[src/rtl/mul_div_pkg.sv]
// Shared definitions for the sequential multiply/divide unit.
//   OP_MUL / OP_DIV : encodings of the op input
//   ITER            : iterations per operation (equal to operand width)
//   CNT_W           : width of the iteration counter
//   state_e         : sequencer states
package mul_div_pkg;

    localparam logic        OP_MUL = 1'b0;
    localparam logic        OP_DIV = 1'b1;
    localparam int unsigned ITER   = 16;
    localparam int unsigned CNT_W  = 4;

    typedef enum logic [1:0] {
        IDLE = 2'd0,
        RUN  = 2'd1,
        DONE = 2'd2
    } state_e;

endpackage

[src/rtl/add_sub_unit.sv]
// Shared combinational add/sub unit of the execute stage.
// Ports:
//   a, b  : operands
//   sub   : 0 = a + b, 1 = a - b (two's complement)
//   sum   : result
//   cout  : carry out; for subtraction 1 means no borrow (a >= b)
module add_sub_unit #(
    parameter int unsigned WIDTH = 16
) (
    input  logic [WIDTH-1:0] a,
    input  logic [WIDTH-1:0] b,
    input  logic             sub,
    output logic [WIDTH-1:0] sum,
    output logic             cout
);

    logic [WIDTH-1:0] b_eff;

    assign b_eff       = sub ? ~b : b;
    assign {cout, sum} = {1'b0, a} + {1'b0, b_eff} + {{WIDTH{1'b0}}, sub};

endmodule

[src/rtl/mul_div_seq.sv]
// Multi-cycle unsigned 16x16 multiply (shift-add) and 16/16 divide
// (restoring), one iteration per clock through a single add_sub_unit.
// Optional feature: define MUL_DIV_DIVZERO_EN to short-circuit DIV by zero
// straight to DONE and raise div_zero; otherwise div_zero is constant 0.
// Ports:
//   clk, rst   : clock (rising edge), synchronous active-high reset
//   start      : request, sampled only in IDLE
//   op         : 0 = MUL, 1 = DIV, latched on accept
//   a, b       : multiplicand/dividend, multiplier/divisor, latched on accept
//   busy       : high while iterating
//   done       : one-cycle completion pulse
//   res_hi     : MUL product[31:16] / DIV remainder
//   res_lo     : MUL product[15:0]  / DIV quotient
//   div_zero   : divide-by-zero flag
module mul_div_seq
    import mul_div_pkg::*;
#(
    parameter int unsigned WIDTH = 16
) (
    input  logic             clk,
    input  logic             rst,
    input  logic             start,
    input  logic             op,
    input  logic [WIDTH-1:0] a,
    input  logic [WIDTH-1:0] b,
    output logic             busy,
    output logic             done,
    output logic [WIDTH-1:0] res_hi,
    output logic [WIDTH-1:0] res_lo,
    output logic             div_zero
);

    state_e             state_q, state_d;
    logic               op_q, op_d;
    logic [WIDTH-1:0]   acc_q, acc_d;
    logic [WIDTH-1:0]   q_q, q_d;
    logic [WIDTH-1:0]   m_q, m_d;       // M (MUL) or D (DIV)
    logic [CNT_W-1:0]   cnt_q, cnt_d;
    logic [WIDTH-1:0]   res_hi_q, res_hi_d;
    logic [WIDTH-1:0]   res_lo_q, res_lo_d;

    logic [WIDTH-1:0]   r_shift;
    logic [WIDTH-1:0]   add_a;
    logic [WIDTH-1:0]   add_sum;
    logic               add_cout;
    logic               take;
    logic [WIDTH-1:0]   acc_iter;
    logic [WIDTH-1:0]   q_iter;

    // Partial remainder after shifting in the next dividend bit.
    assign r_shift = {acc_q[WIDTH-2:0], q_q[WIDTH-1]};
    assign add_a   = (op_q == OP_DIV) ? r_shift : acc_q;

    add_sub_unit #(.WIDTH(WIDTH)) u_add_sub (
        .a    (add_a),
        .b    (m_q),
        .sub  (op_q),
        .sum  (add_sum),
        .cout (add_cout)
    );

    // The bit shifted out of R' counts as an extra MSB, so it forces a take.
    assign take = acc_q[WIDTH-1] | add_cout;

    always_comb begin
        acc_iter = acc_q;
        q_iter   = q_q;
        if (op_q == OP_MUL) begin
            if (q_q[0]) begin
                acc_iter = {add_cout, add_sum[WIDTH-1:1]};
                q_iter   = {add_sum[0], q_q[WIDTH-1:1]};
            end else begin
                acc_iter = {1'b0, acc_q[WIDTH-1:1]};
                q_iter   = {acc_q[0], q_q[WIDTH-1:1]};
            end
        end else begin
            acc_iter = take ? add_sum : r_shift;
            q_iter   = {q_q[WIDTH-2:0], take};
        end
    end

`ifdef MUL_DIV_DIVZERO_EN
    logic div_zero_q, div_zero_d;
`endif

    always_comb begin
        state_d  = state_q;
        op_d     = op_q;
        acc_d    = acc_q;
        q_d      = q_q;
        m_d      = m_q;
        cnt_d    = cnt_q;
        res_hi_d = res_hi_q;
        res_lo_d = res_lo_q;
`ifdef MUL_DIV_DIVZERO_EN
        div_zero_d = div_zero_q;
`endif
        unique case (state_q)
            IDLE: begin
                if (start) begin
                    op_d    = op;
                    acc_d   = '0;
                    cnt_d   = '0;
                    q_d     = (op == OP_DIV) ? a : b;
                    m_d     = (op == OP_DIV) ? b : a;
                    state_d = RUN;
`ifdef MUL_DIV_DIVZERO_EN
                    div_zero_d = 1'b0;
                    if (op == OP_DIV && b == '0) begin
                        state_d    = DONE;
                        res_hi_d   = a;
                        res_lo_d   = '1;
                        div_zero_d = 1'b1;
                    end
`endif
                end
            end
            RUN: begin
                acc_d = acc_iter;
                q_d   = q_iter;
                cnt_d = cnt_q + 1'b1;
                if (cnt_q == CNT_W'(ITER - 1)) begin
                    state_d  = DONE;
                    res_hi_d = acc_iter;
                    res_lo_d = q_iter;
                end
            end
            DONE:    state_d = IDLE;
            default: state_d = IDLE;
        endcase
    end

    always_ff @(posedge clk) begin
        if (rst) begin
            state_q  <= IDLE;
            op_q     <= OP_MUL;
            acc_q    <= '0;
            q_q      <= '0;
            m_q      <= '0;
            cnt_q    <= '0;
            res_hi_q <= '0;
            res_lo_q <= '0;
`ifdef MUL_DIV_DIVZERO_EN
            div_zero_q <= 1'b0;
`endif
        end else begin
            state_q  <= state_d;
            op_q     <= op_d;
            acc_q    <= acc_d;
            q_q      <= q_d;
            m_q      <= m_d;
            cnt_q    <= cnt_d;
            res_hi_q <= res_hi_d;
            res_lo_q <= res_lo_d;
`ifdef MUL_DIV_DIVZERO_EN
            div_zero_q <= div_zero_d;
`endif
        end
    end

    assign busy   = (state_q == RUN);
    assign done   = (state_q == DONE);
    assign res_hi = res_hi_q;
    assign res_lo = res_lo_q;
`ifdef MUL_DIV_DIVZERO_EN
    assign div_zero = div_zero_q;
`else
    assign div_zero = 1'b0;
`endif

endmodule

[config.mk]
export PLATFORM = sky130hd
export DESIGN_NAME = mul_div_seq
export DESIGN_NICKNAME = d
export VERILOG_FILES = /design/src/rtl/mul_div_pkg.sv /design/src/rtl/add_sub_unit.sv /design/src/rtl/mul_div_seq.sv
export SDC_FILE = /design/constraint.sdc
export NUM_CORES = 1
export LEC_CHECK = 0
export CORE_MARGIN = 5
export CORE_UTILIZATION = 40
export CTS_CLUSTER_DIAMETER = 80
export DETAILED_ROUTE_END_ITERATION = 10
export MAX_ROUTING_LAYER = met4
export PLACE_DENSITY = 0.7
export SLEW_MARGIN = 20
export SYNTH_ARGS = -nofsm -noshare
export SYNTH_HDL_FRONTEND = slang
export SYNTH_SLANG_ARGS = --single-unit
[constraint.sdc]
create_clock -name clk -period 4.2 [get_ports clk]
set_input_delay 0.84 -clock clk [delete_from_list [all_inputs] [get_ports clk]]
set_output_delay 0.84 -clock clk [all_outputs]
set_load 0.05 [all_outputs]
**After elaboration in Yosys (flattened, before gate mapping)**

Index checks and enable logic that the tools add are counted.

- Flip-flop bits (word level): 87
- Logic and storage cells: 42

- Add/subtract/negate cells: 3
- Equal/unequal tests: 5
- Muxes and demuxes: 18
- Bitwise operators: 2
- Reduce and logical (&&, ||, !) cells: 6

Operators with widths:

| kind | count |
|---|---|
| $mux W16 | 11 |
| $pmux W16 S2 | 2 |
| $add A16 B16 Y17 | 1 |
| $add A17 B1 Y17 | 1 |
| $not A16 Y16 | 1 |
| $pmux W4 S2 | 1 |
| $reduce_and A2 Y1 | 4 |
| $add A4 B1 Y4 const B | 1 |
| $eq A4 B4 Y1 const B | 1 |
| $mux W2 | 2 |
| $mux W4 | 1 |
| $pmux W2 S2 | 1 |
| $eq A2 B1 Y1 const B | 1 |
| $eq A2 B2 Y1 const B | 1 |
| $logic_not A2 Y1 | 1 |
| $ne A2 B1 Y1 const B | 1 |
| $ne A2 B2 Y1 const B | 1 |
| $reduce_bool A2 Y1 | 1 |
| $or A1 B1 Y1 | 1 |

**Longest topological paths before layout**

Gate-level depths: netlist (run 1).

- Depth in word-level cells: 8
- Depth in mapped cells: 17
- Gate-level depth less buffers: 11

**Modules after synthesis**

A second synthesis (run 1) with hierarchy kept.

- Cell total of the unflattened synthesis: 626
- Area total of the unflattened synthesis: 5454.0 µm²

By module, submodules not included:

| module | instances | cells each | area each (µm²) | sequential area each (µm²) |
|---|---|---|---|---|
| mul_div_seq | 1 | 504 | 4534.3 | 1741.7 |
| add_sub_unit | 1 | 122 | 919.6 | 0.0 |

**Worst setup path after synthesis (run 1)**

Ideal clock, no wire load.

- Path kind: register to register
- Start: register op_q
- End: register res_hi_q[10] (netlist: res_hi[10])
- Library setup time: 60 ps
- Data arrival time: 3732 ps
- Path slack: 408 ps
- Cell stages (with the launch flop): 18
- Buffers on the path: 7
- Period minus slack after synthesis: 3792 ps
- Path through: dfxtp_1 > buf_4 > clkbuf_1 > clkbuf_1 > buf_1 > xor2_1 > ha_1 > buf_2 > nand2_1 > nand2_1 > o41ai_2 > nand3_1 > and2_1 > buf_4 > buf_4 > mux2i_1 > a221o_1 > nand2_1

- Cells in the longest elaborated chain, start to end: 6
- Elaborated cells between the ends (all ways): 8

RTL lines:

| element | RTL line | source |
|---|---|---|
| start: declaration | mul_div_seq.sv:34 | `logic op_q, op_d;` |
| start signal: assignment | mul_div_seq.sv:148 | `op_q <= op_d;` |
| $mux W16, on equally long branches | mul_div_seq.sv:52, add_sub_unit.sv:19 |  |
| $add A16 B16 Y17 | add_sub_unit.sv:20 | `assign {cout, sum} = {1'b0, a} + {1'b0, b_eff} + {{WIDTH{1'b0}}, sub};` |
| $add A17 B1 Y17 | add_sub_unit.sv:20 |  |
| $or A1 B1 Y1 | mul_div_seq.sv:63 | `assign take = acc_q[WIDTH-1] \| add_cout;` |
| $mux W16 | mul_div_seq.sv:77 | `acc_iter = take ? add_sum : r_shift;` |
| $mux W16 (*) | mul_div_seq.sv:68 | `if (op_q == OP_MUL) begin` |
| end signal: assignment | mul_div_seq.sv:153 | `res_hi_q <= res_hi_d;` |
| end: declaration | mul_div_seq.sv:39 | `logic [WIDTH-1:0] res_hi_q, res_hi_d;` |

Every way passes the cells marked *; elsewhere a longest branch is shown, timed or not.
A chain may end at the register's enable or synchronous reset.

**Worst setup path after layout (run 1)**

- Start: register op_q
- End: register acc_q[14]

- Cells in the longest elaborated chain, start to end: 7
- Elaborated cells between the ends (all ways): 9

RTL lines:

| element | RTL line | source |
|---|---|---|
| $mux W16, on equally long branches | mul_div_seq.sv:52, add_sub_unit.sv:19 |  |
| $add A16 B16 Y17 | add_sub_unit.sv:20 |  |
| $add A17 B1 Y17 | add_sub_unit.sv:20 |  |
| $or A1 B1 Y1 | mul_div_seq.sv:63 |  |
| $mux W16 | mul_div_seq.sv:77 |  |
| $mux W16 (*) | mul_div_seq.sv:68 |  |
| $pmux W16 S2 (*) | mul_div_seq.sv:98 | `unique case (state_q)` |
| end signal: assignment | mul_div_seq.sv:137 | `acc_q <= '0;` |
| end signal: assignment | mul_div_seq.sv:149 | `acc_q <= acc_d;` |
| end: declaration | mul_div_seq.sv:35 | `logic [WIDTH-1:0] acc_q, acc_d;` |

Marks and branches as above.

==> results of run 1 <==
## timing repair
item,in CTS,in global routing
buffers inserted,0,0
endpoints found under the setup margin,0,3
resized for setup,0,1
## area by class of cell
class	instances	area, sq um	share of cell area (%)
clock buffer	10	229.0	3.597
clock inverter	6	70.07	1.101
inverter	8	30.03	0.4718
multi-input combinational	482	3314	52.07
sequential	87	1745	27.42
tap	176	220.2	3.460
timing repair buffer	79	755.7	11.87
## metal layers
metal	up-vias	wire (um)	global-route usage, %
met5	-	0	-
met4	0	499	7.526
met3	35	766	3.539
met2	153	6985	30.85
met1	2261	6686	23.89
li1	2366	-	-
## state kept, by name, indices dropped and copies added (netlist names)
signal   flops
res_lo      16
op_q         1
q_q         16
m_q         16
acc_q       16
res_hi      16
cnt_q        4
state_q      2
## per-stage QoR
stage | instances | util [%] | worst slack, ps | hold slack (ps)
6_report | 848 | 48.64 | 447.3 | 455.5
5_1_grt | 848 | 48.64 | 200.6 | 488.5
4_1_cts | 848 | 48.63 | 297.8 | 458.2
3_5_place_dp | 832 | 46.35 | 340.5 | 449.9
3_3_place_gp | 832 | 46.35 | 469.1 | 446.4
2_1_floorplan | 626 | - | 408.4 | 447.8
## cell usage after synthesis, drive strengths merged, types with 6 or more instances
| library cell | instances | area share (%) |
|---|---|---|
| nor2b | 6 | 0.71 |
| a21oi | 47 | 4.5 |
| nand2 | 49 | 3.5 |
| mux2i | 56 | 11 |
| a211oi | 39 | 5.8 |
| buf | 10 | 1.0 |
| ha | 16 | 3.8 |
| o22ai | 16 | 1.9 |
| inv | 8 | 0.57 |
| o21ai | 22 | 2.1 |
| nand3 | 8 | 0.76 |
| xor2 | 20 | 3.3 |
| clkbuf | 39 | 2.8 |
| dfxtp | 87 | 33 |
| xnor2 | 8 | 1.3 |
| nand3b | 7 | 0.99 |
| a21o | 7 | 0.99 |
| mux2 | 20 | 4.3 |
| nor2 | 79 | 5.6 |
| o211ai | 10 | 1.4 |
| nor3 | 6 | 0.57 |
## how the worst max path moves through the flow
stage,endpoint,slack (ps)
after detailed placement,res_hi[7]$_SDFFE_PP0P_,340
after global placement,res_hi[3]$_SDFFE_PP0P_,470
final,acc_q[14]$_SDFFE_PP0P_,450
after global routing,acc_q[11]$_SDFFE_PP0P_,200
after CTS,res_hi[7]$_SDFFE_PP0P_,300
after floorplan,res_hi[10]$_SDFFE_PP0P_,410
## kinds of logic (layout without fill, tap and decap cells)
kind of cell / count (synthesis) / in the layout / share of synthesized area (%)
compound gates: 178 / 178 / 23.34
flops: 87 / 87 / 32.95
other cells: 1 / 1 / 0.07095
buf+inv: 57 / 103 / 4.403
xor+xnor: 28 / 28 / 4.640
simple gates: 182 / 182 / 15.55
mux: 76 / 76 / 14.87
fa+ha+maj: 17 / 17 / 4.167
## power by group
group	switching (W)	internal, W
sequential	0.0000386	0.000858
combinational	0.000255	0.000175
clock	0.000348	0.000467
## layout by cell type (no fill, tap or decap), types with 10 or more instances in the layout
cell type,n
a211oi_1,38
a21oi_1,46
buf_4,10
clkdlybuf4s50_1,67
dfxtp_1,86
ha_1,16
mux2_2,20
mux2i_1,56
nand2_1,49
nor2_1,78
o211ai_1,10
o21ai_0,18
o22ai_1,16
xor2_1,20
## worst reg2reg max path, cell delays in order, from the launching register on
cell,delay [ps]
dfxtp_4,670
buf_4,370
mux2_2,390
ha_1,410
a21oi_1,150
o21ai_0,170
a211oi_4,290
o31ai_1,150
a221oi_2,300
xnor2_1,160
a211o_1,350
a32o_1,220
==> impl_results.md, run 1 <==
- Crit. End Element: register
- Final wirelength: 14940 um
- Initial Util: 40.39%
- Relative slew slack: around two fifths
- CTS Hold Bufs: 0
- Power per Cell Area: 336.4 mW/mm^2
- Clock Sinks: just under 90
- GRT overflow: 0
- DR pass1 iterations: 5
- Fill cells: 1241
- Worst slew pin tran: ~900 ps
- Per-cell routed wire length: 17.62 um
- Worst hold path class: register to register
- Count of cell types in the netlist: between 60 and 70
- Row count: 42
- CP cell instances: buf_4 -> mux2_2 -> ha_1 -> a21oi_1 -> o21ai_0 -> a211oi_4 -> o31ai_1 -> a221oi_2 -> xnor2_1 -> a211o_1 -> a32o_1
- Max Clk Rate: around 270 MHz
- R2r endpoint: acc_q[14]$_SDFFE_PP0P_
- Tot Pwr: roughly 0.0021 W
- Insertion delay to the later sink of the worst-skew pair: 340 ps
- Crit path max fanout: 39
- Clock Path Buffers: 2
- Num CTS Buffers: 9
- Clk slew on worst S/H paths: 70 ps
- Mapped Cells: 626
- CTS tree: done
- Fraction of registers with async set/reset: 0%
- Leak: between 2 and 2.5 nW
- Cell Area, Placed: 0.006065 sq mm
- Design area: 0.006365 sq mm
- Mapped cell area: 0.005285 sq mm
- Vias in the first global route: 4868
- Post-synth top flop: dfxtp_1
- WHS Endpoint: res_hi[6]$_SDFFE_PP0P_
- Crit-path leading delay family: compound AO/OA/AOI/OAI gates
- Crit path required time: 4430 ps
- Nets: a little over 700
- Fraction of layout cells with a size suffix above 1: approximately a tenth
- Post-route ant nets: 0
- Seq/Total Area, Yosys: 32.95%
- FF-to-FF path depth: 11
- Slew Limit Fails: 0
- Worst Path Arrival: slightly below 4000 ps
- Max H-tree Level: 3
- Die Y: 124.9 um
- Core area: 0.01309 sq mm
- Layout area overhead: 20.43%
- Remaining DRCs: 0
- Syn Nets: ~680
- Initial DRC count: ~330
- Syn_area_per_cell: 8.443 sq um
- RSZ-0062 raised after global routing: no
- CP Launch Type: register
- All-Layer GR Usage: between 10% and 20%
- Ports: 71
- Peak supply drop: between 200 and 300 uV
- First-pass GRT wire length: 24380 um
- CP Class: register to register
- Reg-to-reg startpoint: op_q$_SDFFE_PP0P_
- Antenna violations before repair: 0
- FF+latch count, synth: 87
- Max-Cap Viols: 0
- Vias/cell: 5.678
- Hold depth: 2
- Root buf cell: clkbuf_16
- Status: finished, final reports clean
- HP Start: res_hi[6]$_SDFFE_PP0P_
- Port bufs: just under 70
- Syn. warnings: 0
- Reg2reg setup slack: 450 ps
- Final worst path period share: 89.35%
- WP depth: 11
- DP HPWL: 11070 um
- # diodes: 0
- Setup tns final: 0 ps
- Die ar.: 0.01561 sq mm
- Worst Setup SP: op_q$_SDFFE_PP0P_
- Largest net degree at the start of global routing: 50
- WP buf/inv: 1
- Worst Skew: 9.344 ps
- Final Hold Viols: 0
- Slowest stage delay, CP: around 670 ps
- Fin crit period: 3753 ps
- Setup violators final: 0
- Chip width: around 120 um
- Slowest cell on the critical path: dfxtp_4
- GPL Wtd Cong: 0.9491
- EDFF count, synth: 0
- Vias: between 4000 and 5000
Note: power is estimated with default switching activity, not from simulation.
==> run 2, diff against run 1 <==
GPL_TIMING_DRIVEN = 0   (was default)
==> run 2 against run 1 <==
  * Design area is 2.4% higher
  * Via count increased by 5.2%
  * Combinational power rose by 6.0%
  * Core utilization is 1.2 points higher
  * Routed wire length is 7.9% higher
  * Sequential share of layout area decreased by 0.70 points
  * Flip-flop and latch count unchanged
  * Critical path depth up 6
  * Global-route usage is 1.6 points higher
  * Non-clock buffer count rose by 38
  * Sequential power shrank 0.8%
  * Setup slack worse by 160 ps
  * Highest routed layer unchanged
==> impl_results.md, run 2 (synthesis results as in run 1) <==
- Status: finished, final reports clean
- Ports: 71 (unchanged)
- Relative slew slack: 52.18% (+14 points)
- Worst Path Arrival: 4190 ps (+210 ps)
- Clk slew on worst S/H paths: 70 ps (about the same)
- CTS Hold Bufs: 0 (unchanged)
- Sw Share: 32.27% (+2.3 points)
- CP Launch Type: register
- GRT overflow: 0 (unchanged)
- All-Layer GR Usage: 20.73% (+1.6 points)
- Slew Limit Fails: 0 (unchanged)
- Row count: 42 (unchanged)
- Core area: 0.01309 sq mm (unchanged)
- Final Hold Viols: 0 (unchanged)
- Die Y: 124.9 um (unchanged)
- GPL Wtd Cong: 0.9517 (+0.27%)
- Max-Cap Viols: 0 (unchanged)
- Per-cell routed wire length: 18.20 um (+3.3%)
- Worst hold path class: register to register
- Peak supply drop: 228.4 uV (-11%)
- Antenna violations before repair: 0 (unchanged)
- Clock network fraction of total power: 37.5% (-0.5 points)
- Net Sw Power: 0.0006948 W (+8.4%)
- R2r endpoint: res_hi[6]$_SDFFE_PP0P_
- Clock Sinks: 87 (unchanged)
- Layout area overhead: 23.34%
- Initial Util: 40.39% (unchanged)
- DR pass1 iterations: 5 (unchanged)
- Max Clk Rate: 255.7 MHz (-4.0%)
- Worst Skew: 8.084 ps (-1.260 ps)
- Int Pwr: 0.001458 W (-2.8%)
- Nets: 758 (+5.3%)
- Reg2reg setup slack: 290 ps (-160 ps)
- Crit path required time: 4480 ps (+50 ps)
- Part of the power in registers: 41.3% (-0.6 points)
- Fraction of layout cells with a size suffix above 1: 9.437% (-0.38 points)
- Setup violators final: 0 (unchanged)
- Design area: 0.006519 sq mm (+2.4%)
- DP HPWL: 12700 um (+15%)
- Chip width: 124.9 um (unchanged)
- Post-route ant nets: 0 (unchanged)
- Vias: 5067 (+5.2%)
- Util after Layout: 49.82% (+1.2 points)
- Setup slack at placement: -530.2 ps (-870.7 ps)
- Vias/cell: 5.719 (+0.72%)
- Most common cell after layout, fill and taps aside: dfxtp_1
- Power per Cell Area: 330.2 mW/mm^2 (-1.8%)
- Num CTS Buffers: 9 (unchanged)
- Fin crit period: 3910 ps (+157.6 ps)
- Largest net degree at the start of global routing: 19 (-62%)
- HP Start: res_hi[4]$_SDFFE_PP0P_
- Commonest non-fill, non-tap cells in the layout: 87 x dfxtp_1, 79 x nor2_1, 68 x clkdlybuf4s50_1
- Post-CTS Resized: 5 (+5)
- Setup Buffers After CTS: 0 (unchanged)
- Port bufs: 68 (-1.4%)
- Die ar.: 0.01561 sq mm (unchanged)
- CTS tree: done
- Crit path max fanout: 10 (-74%)
- Clock Path Buffers: 2 (unchanged)
- Worst slew pin tran: 717.3 ps (-206.6 ps)
- # diodes: 0 (unchanged)
- Crit. End Element: register
- Leak: 2.542 nW (+2.7%)
- Final worst path period share: 93.10% (+3.8 points)
- CP Class: register to register
- RSZ-0062 raised after global routing: no
- WHS Endpoint: res_hi[4]$_SDFFE_PP0P_
- Insertion delay to the later sink of the worst-skew pair: 360 ps (+20 ps)
- Remaining DRCs: 0 (unchanged)
- Max H-tree Level: 3 (unchanged)
- Reg-to-reg startpoint: op_q$_SDFFE_PP0P_
- Root buf cell: clkbuf_16
- Initial DRC count: 565 (+73%)
- Setup tns final: 0 ps (unchanged)
- Comb power frac: 21.2% (+1.1 points)
- First-pass GRT wire length: 25710 um (+5.4%)
- Hold depth: 2 (unchanged)
- FF-to-FF path depth: 17 (+6)
- Final wirelength: 16120 um (+7.9%)
- Worst Setup SP: op_q$_SDFFE_PP0P_
- Cell Area, Placed: 0.006186 sq mm (+2.0%)
- Setup ws final: 289.6 ps (-157.6 ps)
- Vias in the first global route: 4940 (+1.5%)
## run 2: how the worst max path moves through the flow
| stage | to | slack, ps |
|---|---|---|
| 2_1_floorplan | res_hi[10]$_SDFFE_PP0P_ | 410 |
| 3_3_place_gp | res_hi[8]$_SDFFE_PP0P_ | -450 |
| 3_5_place_dp | acc_q[8]$_SDFFE_PP0P_ | -530 |
| 4_1_cts | res_hi[8]$_SDFFE_PP0P_ | 20 |
| 5_1_grt | res_hi[0]$_SDFFE_PP0P_ | 70 |
| 6_report | res_hi[6]$_SDFFE_PP0P_ | 290 |
## run 2: critical path, stage by stage (launching register included)
cell      delay [ps]
dfxtp_1          310
buf_4            140
clkbuf_4         230
clkbuf_4         250
clkbuf_4         260
xor2_1           260
ha_1             290
buf_2            180
nand2_1          140
nand2_1          140
o41ai_4          270
nand3_2          180
and2_1           200
buf_4            180
buf_4            200
a311oi_2         350
nand2_1           90
a21oi_1          140
## run 2: stage by stage
stage,hold WS (ps),total power (W),cells
2_1_floorplan,447.8,0.001208,626
3_3_place_gp,446.5,0.001341,870
3_5_place_dp,447.5,0.001354,870
4_1_cts,456.9,0.002152,886
5_1_grt,492.1,0.002240,886
6_report,457.0,0.002153,886
## run 2: area by class of cell
cell class	instances	area, sq um
Multi-Input combinational cell	482	3331
Sequential cell	87	1742
Clock inverter	7	72.57
Inverter	8	30.03
Clock buffer	9	225.2
Tap cell	176	220.2
Timing Repair Buffer	68	680.7
Fill cell	1260	6566
Buffer	49	217.7
## run 2: power groups by stage
stage	registers [W]	clock network, W	logic, W
3_3_place_gp	0.000906	0	0.000435
4_1_cts	0.000889	0.000815	0.000448
6_report	0.000890	0.000807	0.000456
3_5_place_dp	0.000908	0	0.000446
2_1_floorplan	0.000898	0	0.000310
5_1_grt	0.000894	0.000851	0.000495
## run 2: per-layer routing
| metal | up-vias | global-route usage [%] | routed length [um] |
|---|---|---|---|
| li1 | 2435 | - | - |
| met1 | 2400 | 26.32 | 7046 |
| met2 | 202 | 34.64 | 7724 |
| met3 | 30 | 3.241 | 995 |
| met4 | 0 | 5.421 | 356 |
| met5 | - | - | 0 |
==> patch, RTL diff (settings of run 2) <==
Encoding of `state_e`: now one-hot (3 bits for 3 states).
--- a/src/rtl/mul_div_pkg.sv
+++ b/src/rtl/mul_div_pkg.sv
@@ -11,8 +11,8 @@
     localparam int unsigned CNT_W  = 4;
 
-    typedef enum logic [1:0] {
-        IDLE = 2'd0,
-        RUN  = 2'd1,
-        DONE = 2'd2
+    typedef enum logic [2:0] {
+        IDLE = 3'b001,
+        RUN  = 3'b010,
+        DONE = 3'b100
     } state_e;
 
Formal check against the unedited RTL: same outputs for any inputs over 10 cycles, from zero or initial values and one cycle with rst high; not proved beyond that.
==> patch against run 2 <==
- sequential share of layout area fell by 0.066 points
- sequential cell count grew 1
- final area is 1.4% higher
- routed wire length about the same
- via count barely moved
- power down 2.7%
- critical path depth down 3
- fmax decreased by 0.66%
- worst setup slack worse by 0.026 ns
- area after synthesis grew 2.5%
- critical path type unchanged
- largest cell class unchanged
- highest routed layer unchanged
==> patch: results (changes against run 2) <==
GR Layer Usage met2=33.75% (-0.89 points); Reg2Reg Launch Point=op_q; Post-Syn Nets=691 (+1.8%); CP max FO=10 (unchanged); gr usage total=20.48% (-0.24 points); CTS buffer count=9 (unchanged); share of the yosys chip area belonging to registers=32.53% (-0.42 points); clk slew on worst S/H paths=0.06 ns; gr busiest metal=met2; hold endpoint=res_hi[6]; Fill cells=1298 (+3.0%); first-pass GRT wire length=25950 um (+0.94%); dominant cells by area after synthesis=dfxtp_1 33%, mux2i_1 11%, a211oi_1 4.9%; initial antenna violation count=0 (unchanged); r2r worst-path depth=14 (-3); Post-Route WL=16120 um (about the same); DR iter-0 viols=297 (-47%); placed instance area=6316 um^2 (+2.1%); GR Util met3=3.405% (+0.16 points); H-tree depth=3 (unchanged); global-route track usage on met1=25.36% (-0.97 points); Hold Crit Depth=2 (unchanged); Hold WC Path Type=reg -> reg; Worst path slowest cell=buf_1; dpl ws=0.09569 ns (+0.6259 ns); vias per inst=5.641 (-1.4%); Mapped Cells=638 (+1.9%); Worst path max stage delay=0.48 ns (+0.13 ns); Netlist cell types=58 (-7.9%); status=complete, no violations; ANT cells=0 (unchanged); Post-CTS Repair Setup Buffers=0 (unchanged); R2R Setup Slk=0.26 ns (-0.03 ns); post-DP HPWL=12690 um (-0.14%); Worst VDD drop=222.7 uV (-2.5%); clk buf depth=2 (unchanged); Hold Startpoint=res_hi[6]; Min Hold Slack=0.4538 ns (-0.003218 ns); worst-skew pair later-pin latency=0.34 ns (-0.02 ns); nets@finish=770 (+1.6%); worst reg2reg path endpoint=res_hi[3]; share of cells above drive strength 1=8.449% (-0.99 points); slew margin rel.=53.26% (+1.1 points); number of buffers added on ports=68 (unchanged); most frequent cells after synthesis=88 x dfxtp_1, 62 x nand2_1, 60 x mux2i_1; Final Wtd Congestion=0.9277 (-2.5%); largest net degree at the start of global routing=16 (-3); vias in the first global route=5166 (+4.6%); vias=5066 (-0.020%); leakage dissipation=2.520 nW (-0.84%); Clock Skew=0.008115 ns (+0.00003031 ns); post-route setup slack=0.2636 ns (-0.02603 ns); # setup viols final=0 (unchanged); Yosys Warn Count=0 (unchanged); Async SR Flop Fraction=0% (unchanged); Pre-antenna DRT Iters=5 (unchanged); CP arrival=4.14 ns (-0.05 ns); Placed Cells=882 (+1.4%)
==> patch: worst max path at each step <==
stage / from / to / slack [ns] / cells past startpoint
global placement: op_q / res_hi[3] / 0.16 / 14
global route: op_q / acc_q[11] / 0.005 / 14
CTS: op_q / res_hi[3] / 0.09 / 14
floorplan: op_q / res_hi[3] / 0.73 / 14
finish: op_q / res_hi[3] / 0.26 / 14
detailed placement: op_q / res_hi[3] / 0.1 / 14
==> patch: kinds of logic (layout without fill, tap and decap cells) <==
| group | after synthesis | count (layout) | synth area share, % |
|---|---|---|---|
| buffers and inverters | 56 | 140 | 4.251 |
| adders and majority gates | 17 | 17 | 4.067 |
| DFF | 88 | 88 | 32.53 |
| muxes | 79 | 79 | 15.25 |
| AOI/OAI and AO/OA | 179 | 179 | 22.55 |
| xor gates and xnor gates | 29 | 29 | 4.691 |
| and+or+nand+nor | 189 | 189 | 16.59 |
| other | 1 | 1 | 0.06925 |
==> patch: worst max-delay path: cells and delay by family, from the launching register on <==
family	cells	cell delay, ns
AOI/OAI and AO/OA	5	0.80
xor gates and xnor gates	1	0.24
adders and majority gates	1	0.33
buffers and inverters	4	1.28
DFF	1	0.32
muxes	1	0.31
and+or+nand+nor	2	0.50
==> patch: power by group <==
part	total, mW	internal [mW]	switching, mW
clock	0.778	0.436	0.341
combinational	0.417	0.173	0.244
sequential	0.900	0.869	0.0312
total	2.09	1.48	0.616
==> patch: area by class of cell <==
type | instances | area (um^2) | share of cell area [%]
Buffer | 46 | 195.2 | 2.953
Clock buffer | 11 | 252.7 | 3.824
Clock inverter | 5 | 38.79 | 0.5868
Inverter | 10 | 37.54 | 0.5679
Multi-Input combinational cell | 494 | 3423 | 51.79
Sequential cell | 88 | 1762 | 26.65
Tap cell | 176 | 220.2 | 3.331
Timing Repair Buffer | 68 | 680.7 | 10.30
==> patch: layer usage <==
metal / share of wire [%] / vias up
li1: - / 2462
met1: 44 / 2414
met2: 48 / 146
met3: 4.8 / 44
met4: 3.5 / 0
met5: 0 / -
==> patch: repair_timing <==
action / 4_1_cts / 5_1_grt
resized for setup: 0 / 3
setup endpoints to repair: 0 / 33
endpoints found under the hold margin: 0 / 0
